<file path="src/rtl/param_queue_enq_arbiter.sv">
// Round-robin arbiter sharing one ParamQueue enqueue port among N_REQ producers.
// A winner may hold the port for up to BURST consecutive writes before priority rotates.
module param_queue_enq_arbiter #(
    parameter int WIDTH = 8,
    parameter int N_REQ = 4,
    parameter int BURST = 2,
    parameter int CNT_W = 16
) (
    input  logic                   clk,
    input  logic                   rst,
    input  logic [N_REQ-1:0]       req,
    input  logic [N_REQ*WIDTH-1:0] req_data,
    output logic [N_REQ-1:0]       gnt,
    input  logic                   q_full,
    output logic                   q_enqueue,
    output logic [WIDTH-1:0]       q_data_in,
    output logic                   stall,
    output logic [CNT_W-1:0]       grant_cnt
);

    localparam int PTR_W = (N_REQ > 1) ? $clog2(N_REQ) : 1;
    localparam int BC_W  = $clog2(BURST + 1);

    logic [PTR_W-1:0] ptr;
    logic [BC_W-1:0]  cnt;
    logic [PTR_W-1:0] win;
    logic             found;
    logic             grant_ok;
    logic [BC_W-1:0]  cnt_next;
    int               idx;

    // Scan starting at ptr, wrapping modulo N_REQ; the first pending request wins.
    always_comb begin
        found = 1'b0;
        win   = '0;
        idx   = 0;
        for (int i = 0; i < N_REQ; i++) begin
            idx = int'(ptr) + i;
            if (idx >= N_REQ) begin
                idx = idx - N_REQ;
            end
            if (!found && req[idx]) begin
                found = 1'b1;
                win   = PTR_W'(idx);
            end
        end
    end

    always_comb begin
        grant_ok  = (|req) && !q_full && !rst;
        stall     = (|req) && q_full && !rst;
        gnt       = '0;
        q_enqueue = 1'b0;
        q_data_in = '0;
        if (grant_ok) begin
            gnt[win]  = 1'b1;
            q_enqueue = 1'b1;
            q_data_in = req_data[int'(win)*WIDTH +: WIDTH];
        end
    end

    assign cnt_next = (win == ptr) ? cnt + BC_W'(1) : BC_W'(1);

    // Without a grant everything holds, so a burst stalled by q_full resumes where it stopped.
    always_ff @(posedge clk) begin
        if (rst) begin
            ptr       <= '0;
            cnt       <= '0;
            grant_cnt <= '0;
        end else if (grant_ok) begin
            grant_cnt <= grant_cnt + CNT_W'(1);
            if (cnt_next == BC_W'(BURST)) begin
                ptr <= (win == PTR_W'(N_REQ - 1)) ? '0 : win + PTR_W'(1);
                cnt <= '0;
            end else begin
                ptr <= win;
                cnt <= cnt_next;
            end
        end
    end

endmodule

</file>
<file path="config.mk">
export PLATFORM = sky130hd
export DESIGN_NAME = param_queue_enq_arbiter
export DESIGN_NICKNAME = d
export VERILOG_FILES = /design/src/rtl/param_queue_enq_arbiter.sv
export SDC_FILE = /design/constraint.sdc
export NUM_CORES = 1
export LEC_CHECK = 0
export BUFFER_PORTS_ARGS = -buffer_cell sky130_fd_sc_hd__buf_2
export CORE_UTILIZATION = 46
export DETAILED_ROUTE_END_ITERATION = 16
export PLACE_DENSITY = 0.88
export SLEW_MARGIN = 20
export SYNTH_ARGS = -nofsm -noshare
export SYNTH_HDL_FRONTEND = slang
export SYNTH_SLANG_ARGS = --single-unit
</file>
<file path="constraint.sdc">
create_clock -name clk -period 2.7 [get_ports clk]
set_input_delay 0.27 -clock clk [delete_from_list [all_inputs] [get_ports clk]]
set_output_delay 0.27 -clock clk [all_outputs]
set_load 0.01 [all_outputs]
</file>
==> results.md, run 1 <==
- Chip height: 57.6 microns
- Worst reg2reg path depth: 6
- Synth unique cells: 34
- Post-Syn Area: 0.00142 sq mm
- Largest family of logic cells by synthesized area: simple AND/OR/NAND/NOR gates
- Asr flop ratio synth: 0%
- Final Net Count: 274
- WL per Instance: 13.3 microns
- WHS Endpoint: grant_cnt[1]$_SDFFE_PP0P_
- Total Die Area: 0.00331 sq mm
- Failing checks: design-rule violations
- Highest clock rate: 408 MHz
- CTS tree: built
- Row cnt: 19
- Max cap viols: 0
- CP max FO: 20
- Max Buffers Root-to-Sink: 2
- Most area-hungry cell type in the Yosys netlist: dfxtp_1
- Register Area: 400 sq um
- Slew Limit Fails: 0
- Worst Tran Pin Value: 623 ps
- Worst Path Required: 2430 ps
- Post-Synth XOR/XNOR Area: 9.87%
- Power consumption: 762 uW
- Hold Slack: 349 ps
- Setup-failing EPs final: 0
- CP Class: reg -> out
- Worst slack at placement: 597 ps
- Syn nets: 208
- VDD IR-drop max: 0.513 mV
- Sequence of cells on the critical path: nand2_1 -> a221o_2 -> and2_4 -> mux2i_1 -> a211oi_1 -> buf_2
- Hold Path Class: in -> reg
- Routed wire length: 3470 microns
- Gr usage total: 21.7%
- Io pins: 69
- Post-route cell area: 0.00181 sq mm
- Antenna cells: 0
- Unrepaired setup endpoints after global routing: false
- Critical R2R Capture: ptr[1]$_SDFFE_PP0P_
- Layout Skew: 5.96 ps
- # resized after CTS: 0
- Post-synth EDFFs: 0
- Drt pass-1 iters: 10
- Top cells by count, synth: nor2_1, dfxtp_1, a211oi_1, mux2i_1, xor2_1
- Footprint of the multi-input gates: 956 sq um
- Placed Area: 0.00176 sq mm
- Die X: 57.6 microns
- Syn avg cell area: 8.66 sq um
- Largest net degree at the start of global routing: 24
- First-pass GRT wire length: 5530 microns
- Routability cong.: 0.782
- Setup bufs post-CTS: 0
- Final Core Density: 64.0%
- Detailed-route via count: 1406
- Area share of the largest cell type after synthesis: 28.2%
- Total CTS buffers: 3
- H-tree levels: 1
- Slew HR: 58.3%
- # DRC: 1
- Main synth FF type: dfxtp_1
- ANT nets after route: 0
- Clk_lat worst skew: 300 ps
- Clock sinks: 20
- Post-synthesis sequential area ratio: 28.2%
- PwrDens: 421 mW/mm^2
- Hold path cells: 3
- Post-Synth Simple-Gate Area: 25.4%
- Min cycle time layout: 2450 ps
- Slowest cell delay on critical path: 500 ps
- Crit path launch: ptr[1]$_SDFFE_PP0P_
- Share of layout cells above drive strength 1: 38.4%
- Detail Placement HPWL: 2640 microns
- GRT overflow: 0
- Vias in the first global route: 1255
- Post-Place Cells: 256
- Worst Path Buf+Inv: 1
- Fin Setup TNS: 0 ps
- CTS Hold Bufs: 0
- Hold wc startpoint: q_full
- CP Capture Type: output port
- Crit path max-delay family: compound AO/OA/AOI/OAI gates
- Crit start category: flip-flop
- Synth Area in Compound Gates: 19.9%
- Part of the cycle the worst path needs: 90.7%
- Core ar.: 0.00283 sq mm
- CP Data Arrival Time: 2180 ps
- Fin cells: 260
- Initial Util: 50.2%
- Final Hold Fails: 0
- Clock Pin Slew Worst Setup and Hold Paths: 110 ps
- DR iter-0 viols: 40
- Synth-to-Final Area Change: 27.5%
- Most numerous cell in the Yosys netlist: nor2_1
- Vias/cell: 5.41
- Synthesis-stage register bit count: 20
- Instance count of the mapped netlist: 164
- Mux cell area share after synthesis: 7.75%
- Slowest cell on crit path: dfxtp_1
- Initial antenna violation count: 0
- Static Leak: 0.854 nW
- Adder-Cell Fraction of Synth Area: 4.41%
- Area contributors post-synth: dfxtp_1, mux2i_1, xor2_1
- Root Driver: clkbuf_4
- PnR worst setup slack: 250 ps
- Outcome: finished with violations
- Reg2reg setup slack: 750 ps
- Number of port buffers: 68
- Reg2Reg Launch Point: ptr[1]$_SDFFE_PP0P_
- Filler cell count: 233
- YS warnings: 0
==> registers in the layout, summed over array words and instances, names as in the netlist <==
register / count
ptr: 2
grant_cnt: 16
cnt: 2
==> where the power goes <==
group          switching [mW]  total (mW)  leakage, nW  internal [mW]
Clock                  0.0934       0.244       0.0279          0.150
Sequential             0.0108       0.313        0.162          0.303
Combinational           0.115       0.205        0.664         0.0901
==> per-layer routing <==
layer,global-route usage [%],wire (microns)
met1,26.5,1570
met2,35.7,1700
met3,5.67,113
met4,10.1,80
met5,0,0
==> logic make-up (layout without fill, tap and decap cells) <==
logic type / after synthesis / count (layout)
buf+inv: 12 / 77
mux: 11 / 11
flops: 20 / 20
simple gates: 66 / 66
compound gates: 34 / 34
fa+ha+maj: 5 / 5
xor+xnor: 16 / 16
==> final cells by class <==
type,instances,area share [%]
repair buffers,69,19.2
well taps,31,2.14
clock inverters,1,1.66
clock buffers,3,1.24
multi-input cells,132,52.8
flip-flops and latches,20,22.1
inverters,4,0.829
==> worst max path at each step <==
stage | cells after the start | to | slack, ps
6_report | 6 | q_data_in[5] | 250
5_1_grt | 7 | gnt[0] | 50
4_1_cts | 6 | q_data_in[5] | 240
3_5_place_dp | 6 | q_data_in[5] | 600
3_3_place_gp | 6 | q_data_in[1] | 640
2_1_floorplan | 9 | gnt[1] | 770
==> cell usage in the layout (no fill, tap or decap), types with 2 or more instances in the layout <==
cell type | synthesis | layout
nor3b_1 | 2 | 2
or3_1 | 2 | 2
nor2_1 | 22 | 22
and3_1 | 4 | 4
inv_2 | 2 | 2
mux2i_1 | 11 | 11
ha_1 | 5 | 5
a211oi_1 | 11 | 11
a211oi_2 | 7 | 7
and2_1 | 4 | 4
nor4_2 | 2 | 2
o21ai_0 | 3 | 3
clkbuf_4 | 0 | 3
a21oi_1 | 3 | 3
buf_2 | 3 | 68
xor2_1 | 11 | 11
nand2_1 | 7 | 7
inv_1 | 2 | 2
nand4_1 | 7 | 7
xnor2_1 | 5 | 5
dfxtp_1 | 20 | 20
nor3_1 | 2 | 2
nor2b_1 | 3 | 3
a21boi_0 | 8 | 8
nand3_1 | 5 | 5
==> tightest hold or removal path, delay by kind of cell <==
kind,cells,cell delay [ps]
compound gates,2,220
buf+inv,1,130
(Power assumes the default switching activity.)
==> run 2, diff against run 1 <==
--- a/config.mk
+++ b/config.mk
@@ -6,9 +6,11 @@
 export NUM_CORES = 1
 export LEC_CHECK = 0
 export BUFFER_PORTS_ARGS = -buffer_cell sky130_fd_sc_hd__buf_2
+export CORE_ASPECT_RATIO = 1.2
 export CORE_UTILIZATION = 46
 export DETAILED_ROUTE_END_ITERATION = 16
 export PLACE_DENSITY = 0.88
+export REMOVE_ABC_BUFFERS = 1
 export SLEW_MARGIN = 20
 export SYNTH_ARGS = -nofsm -noshare
 export SYNTH_HDL_FRONTEND = slang
==> results.md, run 2 (synthesis results as in run 1) <==
- Top Registers: grant_cnt: 16 flops, cnt: 2 flops, ptr: 2 flops
- Vias in the first global route: 1327
- Net switching power: 207 uW
- Power consumption: 652 uW
- Min cycle time layout: 2410 ps
- Sw Ratio: 31.8%
- Hold Path Class: in -> reg
- Total Die Area: 0.00331 sq mm
- Chip height: 62.9 microns
- WHS Endpoint: grant_cnt[15]$_SDFFE_PP0P_
- Drt pass-1 iters: 4
- Io pins: 69
- CP Data Arrival Time: 2140 ps
- Max Buffers Root-to-Sink: 2
- Worst Tran Pin Value: 680 ps
- Detail Placement HPWL: 2440 microns
- Crit start category: flip-flop
- Layout Skew: 1.50 ps
- Final Net Count: 274
- CP max FO: 20
- Comb pwr share: 30.9%
- Synth-to-Final Area Change: 25.6%
- Row cnt: 21
- CTS tree: built
- Sequence of cells on the critical path: nand2_1 -> a221o_2 -> and2_4 -> mux2i_1 -> a211oi_1 -> buf_2
- Crit path max-delay family: compound AO/OA/AOI/OAI gates
- Detailed-route via count: 1423
- Slowest cell on crit path: dfxtp_1
- First-pass GRT wire length: 5290 microns
- Sequential power share: 48.0%
- Fin Setup TNS: 0 ps
- Initial antenna violation count: 0
- Clk_lat worst skew: 300 ps
- Slew HR: 54.5%
- Hold wc startpoint: rst
- Highest clock rate: 415 MHz
- Reg2reg setup slack: 730 ps
- Setup bufs post-CTS: 0
- Setup-failing EPs final: 0
- Part of the cycle the worst path needs: 89.2%
- Die X: 52.7 microns
- Outcome: finished, final reports clean
- Final Hold Fails: 0
- Clock network power share: 21.0%
- ANT nets after route: 0
- GRT overflow: 0
- Number of port buffers: 68
- Hold path cells: 2
- Unrepaired setup endpoints after global routing: false
- Most common cell after layout, fill and taps aside: buf_2
- WL per Instance: 11.8 microns
- H-tree levels: 1
- # DRC: 0
- CTS Hold Bufs: 0
- Hold Slack: 365 ps
- Max cap viols: 0
- Antenna cells: 0
- Slowest cell delay on critical path: 480 ps
- # resized after CTS: 0
- DR iter-0 viols: 23
- VDD IR-drop max: 0.280 mV
- Largest net degree at the start of global routing: 24
- Clock sinks: 20
- Internal: 445 uW
- Worst reg2reg path depth: 6
- Gr usage total: 20.3%
- CP Capture Type: output port
- Static Leak: 0.840 nW
- Biggest register: grant_cnt
- Share of layout cells above drive strength 1: 38.2%
- Core ar.: 0.00286 sq mm
- PwrDens: 365 mW/mm^2
- Final Core Density: 62.3%
- Worst Path Buf+Inv: 1
- Routed wire length: 3090 microns
- Routability cong.: 0.730
- Clock Pin Slew Worst Setup and Hold Paths: 100 ps
- Reg2Reg Launch Point: ptr[1]$_SDFFE_PP0P_
- Worst Path Required: 2430 ps
- Vias/cell: 5.43
- Root Driver: clkbuf_4
- Initial Util: 49.6%
- Slew Limit Fails: 0
- CP Class: reg -> out
- Max reg flops: 16
- Total CTS buffers: 3
- Critical R2R Capture: ptr[1]$_SDFFE_PP0P_
- Most frequent cells in the layout: buf_2, nor2_1, dfxtp_1
-- run 2: area by class of cell --
type / count / area [sq um]
fill: 275 / 1080
multi-input combinational: 132 / 956
sequential: 20 / 400
timing repair buffer: 69 / 348
tap: 34 / 42.5
clock buffer: 3 / 22.5
inverter: 4 / 15.0
-- run 2: power by group through the flow --
stage                     combinational, mW  clock (mW)  sequential, mW
after floorplan                       0.129           0           0.319
after global placement                0.200           0           0.319
after detailed placement              0.204           0           0.320
after CTS                             0.204       0.145           0.313
after global routing                  0.226       0.156           0.315
final                                 0.202       0.137           0.313
-- run 2: routing by layer --
layer  vias up  track usage, %  routed length (microns)
met5         -               0                        0
met4         0            7.89                       46
met3         5            1.70                      200
met2        63            37.5                     1560
met1       633            22.8                     1280
li1        722               -                        -
-- run 2: stage by stage --
stage / cell area, sq um / cells / worst slack [ps]
floorplan: 1370 / 156 / 790
global placement: 1760 / 259 / 599
detailed placement: 1760 / 259 / 621
CTS: 1780 / 262 / 273
global route: 1780 / 262 / 108
finish: 1780 / 262 / 291
-- run 2: worst max-delay path by stage --
stage / start / to / slack (ps) / cells after the start
floorplan: ptr[1]$_SDFFE_PP0P_ / q_data_in[0] / 790 / 5
global placement: req[2] / q_data_in[2] / 600 / 7
detailed placement: req[2] / q_data_in[2] / 620 / 7
CTS: ptr[1]$_SDFFE_PP0P_ / q_data_in[2] / 270 / 6
global route: ptr[1]$_SDFFE_PP0P_ / q_data_in[2] / 110 / 6
finish: ptr[1]$_SDFFE_PP0P_ / q_data_in[6] / 290 / 6
-- run 2: worst register-to-register path, delay by kind of cell, from the launching register on --
family | cells | cell delay, ps
AO/OA/AOI/OAI | 2 | 660
flip-flops | 1 | 480
AND/OR/NAND/NOR | 2 | 370
adder cells (fa/ha/maj) | 1 | 310
multiplexers | 1 | 70
==> run 3, diff against run 2 <==
--- a/config.mk
+++ b/config.mk
@@ -6,7 +6,6 @@
 export NUM_CORES = 1
 export LEC_CHECK = 0
 export BUFFER_PORTS_ARGS = -buffer_cell sky130_fd_sc_hd__buf_2
-export CORE_ASPECT_RATIO = 1.2
 export CORE_UTILIZATION = 46
 export DETAILED_ROUTE_END_ITERATION = 16
 export PLACE_DENSITY = 0.88
==> results.md, run 3 (synthesis results as in run 1) <==
- Outcome: finished with violations
- Failing checks: design-rule violations
- # resized after CTS: 0
- Met2 Track Usage GR: 32.7%
- Row cnt: 19
- Worst Path Required: 2430 ps
- VDD IR-drop max: 0.375 mV
- Layout Skew: 2.13 ps
- Synth-to-Final Area Change: 25.4%
- Routed wire length: 3260 microns
- ANT nets after route: 0
- Hold Path Class: in -> reg
- Total CTS buffers: 3
- First-pass GRT wire length: 5040 microns
- Max reg flops: 16
- Most common cell after layout, fill and taps aside: buf_2
- Routability cong.: 0.743
- Final Hold Fails: 0
- Sw Ratio: 32.3%
- M3 GR Usage: 4.76%
- GRT overflow: 0
- Clock network power share: 21.5%
- Fin Setup TNS: 0 ps
- PwrDens: 369 mW/mm^2
- WL per Instance: 12.6 microns
- Largest net degree at the start of global routing: 24
- CTS tree: built
- Highest clock rate: 418 MHz
- Power consumption: 657 uW
- CP Data Arrival Time: 2120 ps
- Detail Placement HPWL: 2550 microns
- Root Driver: clkbuf_4
- Total Die Area: 0.00331 sq mm
- Slowest cell on crit path: dfxtp_1
- Vias/cell: 5.49
- # DRC: 2
- Crit start category: flip-flop
- Most frequent cells in the layout: buf_2, nor2_1, dfxtp_1
- CTS Hold Bufs: 0
- Io pins: 69
- Unrepaired setup endpoints after global routing: false
- Max cap viols: 0
- Part of the cycle the worst path needs: 88.6%
- Static Leak: 0.840 nW
- Post-Place Cells: 256
- Top Registers: grant_cnt: 16 flops, cnt: 2 flops, ptr: 2 flops
- Sequence of cells on the critical path: nand2_1 -> a221o_2 -> and2_4 -> mux2i_1 -> a211oi_1 -> buf_2
- Setup bufs post-CTS: 0
- Clock sinks: 20
- Comb pwr share: 30.9%
- Slowest cell delay on critical path: 480 ps
- Share of layout cells above drive strength 1: 38.2%
- Initial Util: 50.2%
- Max Buffers Root-to-Sink: 2
- H-tree levels: 1
- Final Core Density: 62.9%
- DR iter-0 viols: 32
- Die X: 57.6 microns
- Slew HR: 54.4%
- Busiest grt layer: met2
- Net switching power: 212 uW
- Number of port buffers: 68
- Clk_lat worst skew: 300 ps
- Chip height: 57.6 microns
- Fin cells: 259
- Min cycle time layout: 2390 ps
- Final Net Count: 274
- CP Capture Type: output port
- Gr usage total: 19.1%
- Core ar.: 0.00283 sq mm
- Slew Limit Fails: 0
- Internal: 444 uW
- Hold Slack: 356 ps
- Sequential power share: 47.6%
- CP max FO: 20
- Vias in the first global route: 1200
- Biggest register: grant_cnt
- Setup-failing EPs final: 0
- CP Class: reg -> out
- Routing usage on met1: 24.6%
- Initial antenna violation count: 0
- Worst Tran Pin Value: 681 ps
- Drt pass-1 iters: 10
- Antenna cells: 0
- Detailed-route via count: 1422
- Clock Pin Slew Worst Setup and Hold Paths: 110 ps
==> run 3: cell counts in the layout (fill, tap and decap cells not counted) <==
Identical to the previous run, type by type.
==> run 3: critical path, delay by kind of cell (launching register included) <==
family | cells | cell delay (ps)
flip-flops | 1 | 480
AND/OR/NAND/NOR | 2 | 370
buffers and inverters | 1 | 170
AO/OA/AOI/OAI | 2 | 650
multiplexers | 1 | 140
==> run 3: power groups by stage <==
stage	Clock, mW	Sequential, mW	Combinational, mW
2_1_floorplan	0	0.319	0.129
3_3_place_gp	0	0.319	0.199
3_5_place_dp	0	0.319	0.203
4_1_cts	0.145	0.313	0.204
5_1_grt	0.164	0.315	0.225
6_report	0.141	0.313	0.203
==> run 3: metal layers <==
layer  part of all wire, %  up-vias
li1                      -      726
met1                    44      663
met2                    51       33
met3                   4.3        0
met4                     0        0
met5                     0        -
==> run 3: worst paths after layout <==
kind / startpoint / endpoint / slack (ps) / cells after the start
setup / recovery: ptr[1]$_SDFFE_PP0P_ / q_data_in[4] / 310 / 6
hold / removal: rst / grant_cnt[3]$_SDFFE_PP0P_ / 360 / 2
setup reg to reg: ptr[1]$_SDFFE_PP0P_ / ptr[1]$_SDFFE_PP0P_ / 750 / 6
hold reg to reg: cnt[1]$_SDFFE_PP0P_ / cnt[1]$_SDFFE_PP0P_ / 510 / 1
==> run 3: layout make-up <==
| class | count | area, sq um |
|---|---|---|
| tap | 31 | 38.8 |
| sequential | 20 | 400 |
| timing repair buffer | 69 | 348 |
| multi-input combinational | 132 | 956 |
| inverter | 4 | 15.0 |
| clock buffer | 3 | 22.5 |
| fill | 271 | 1050 |
==> run 3: stage by stage <==
step                instance area [sq um]  setup WS [ps]
floorplan                            1370            790
detailed placement                   1760            627
global route                         1780            105
finish                               1780            307
CTS                                  1780            286
global placement                     1760            663
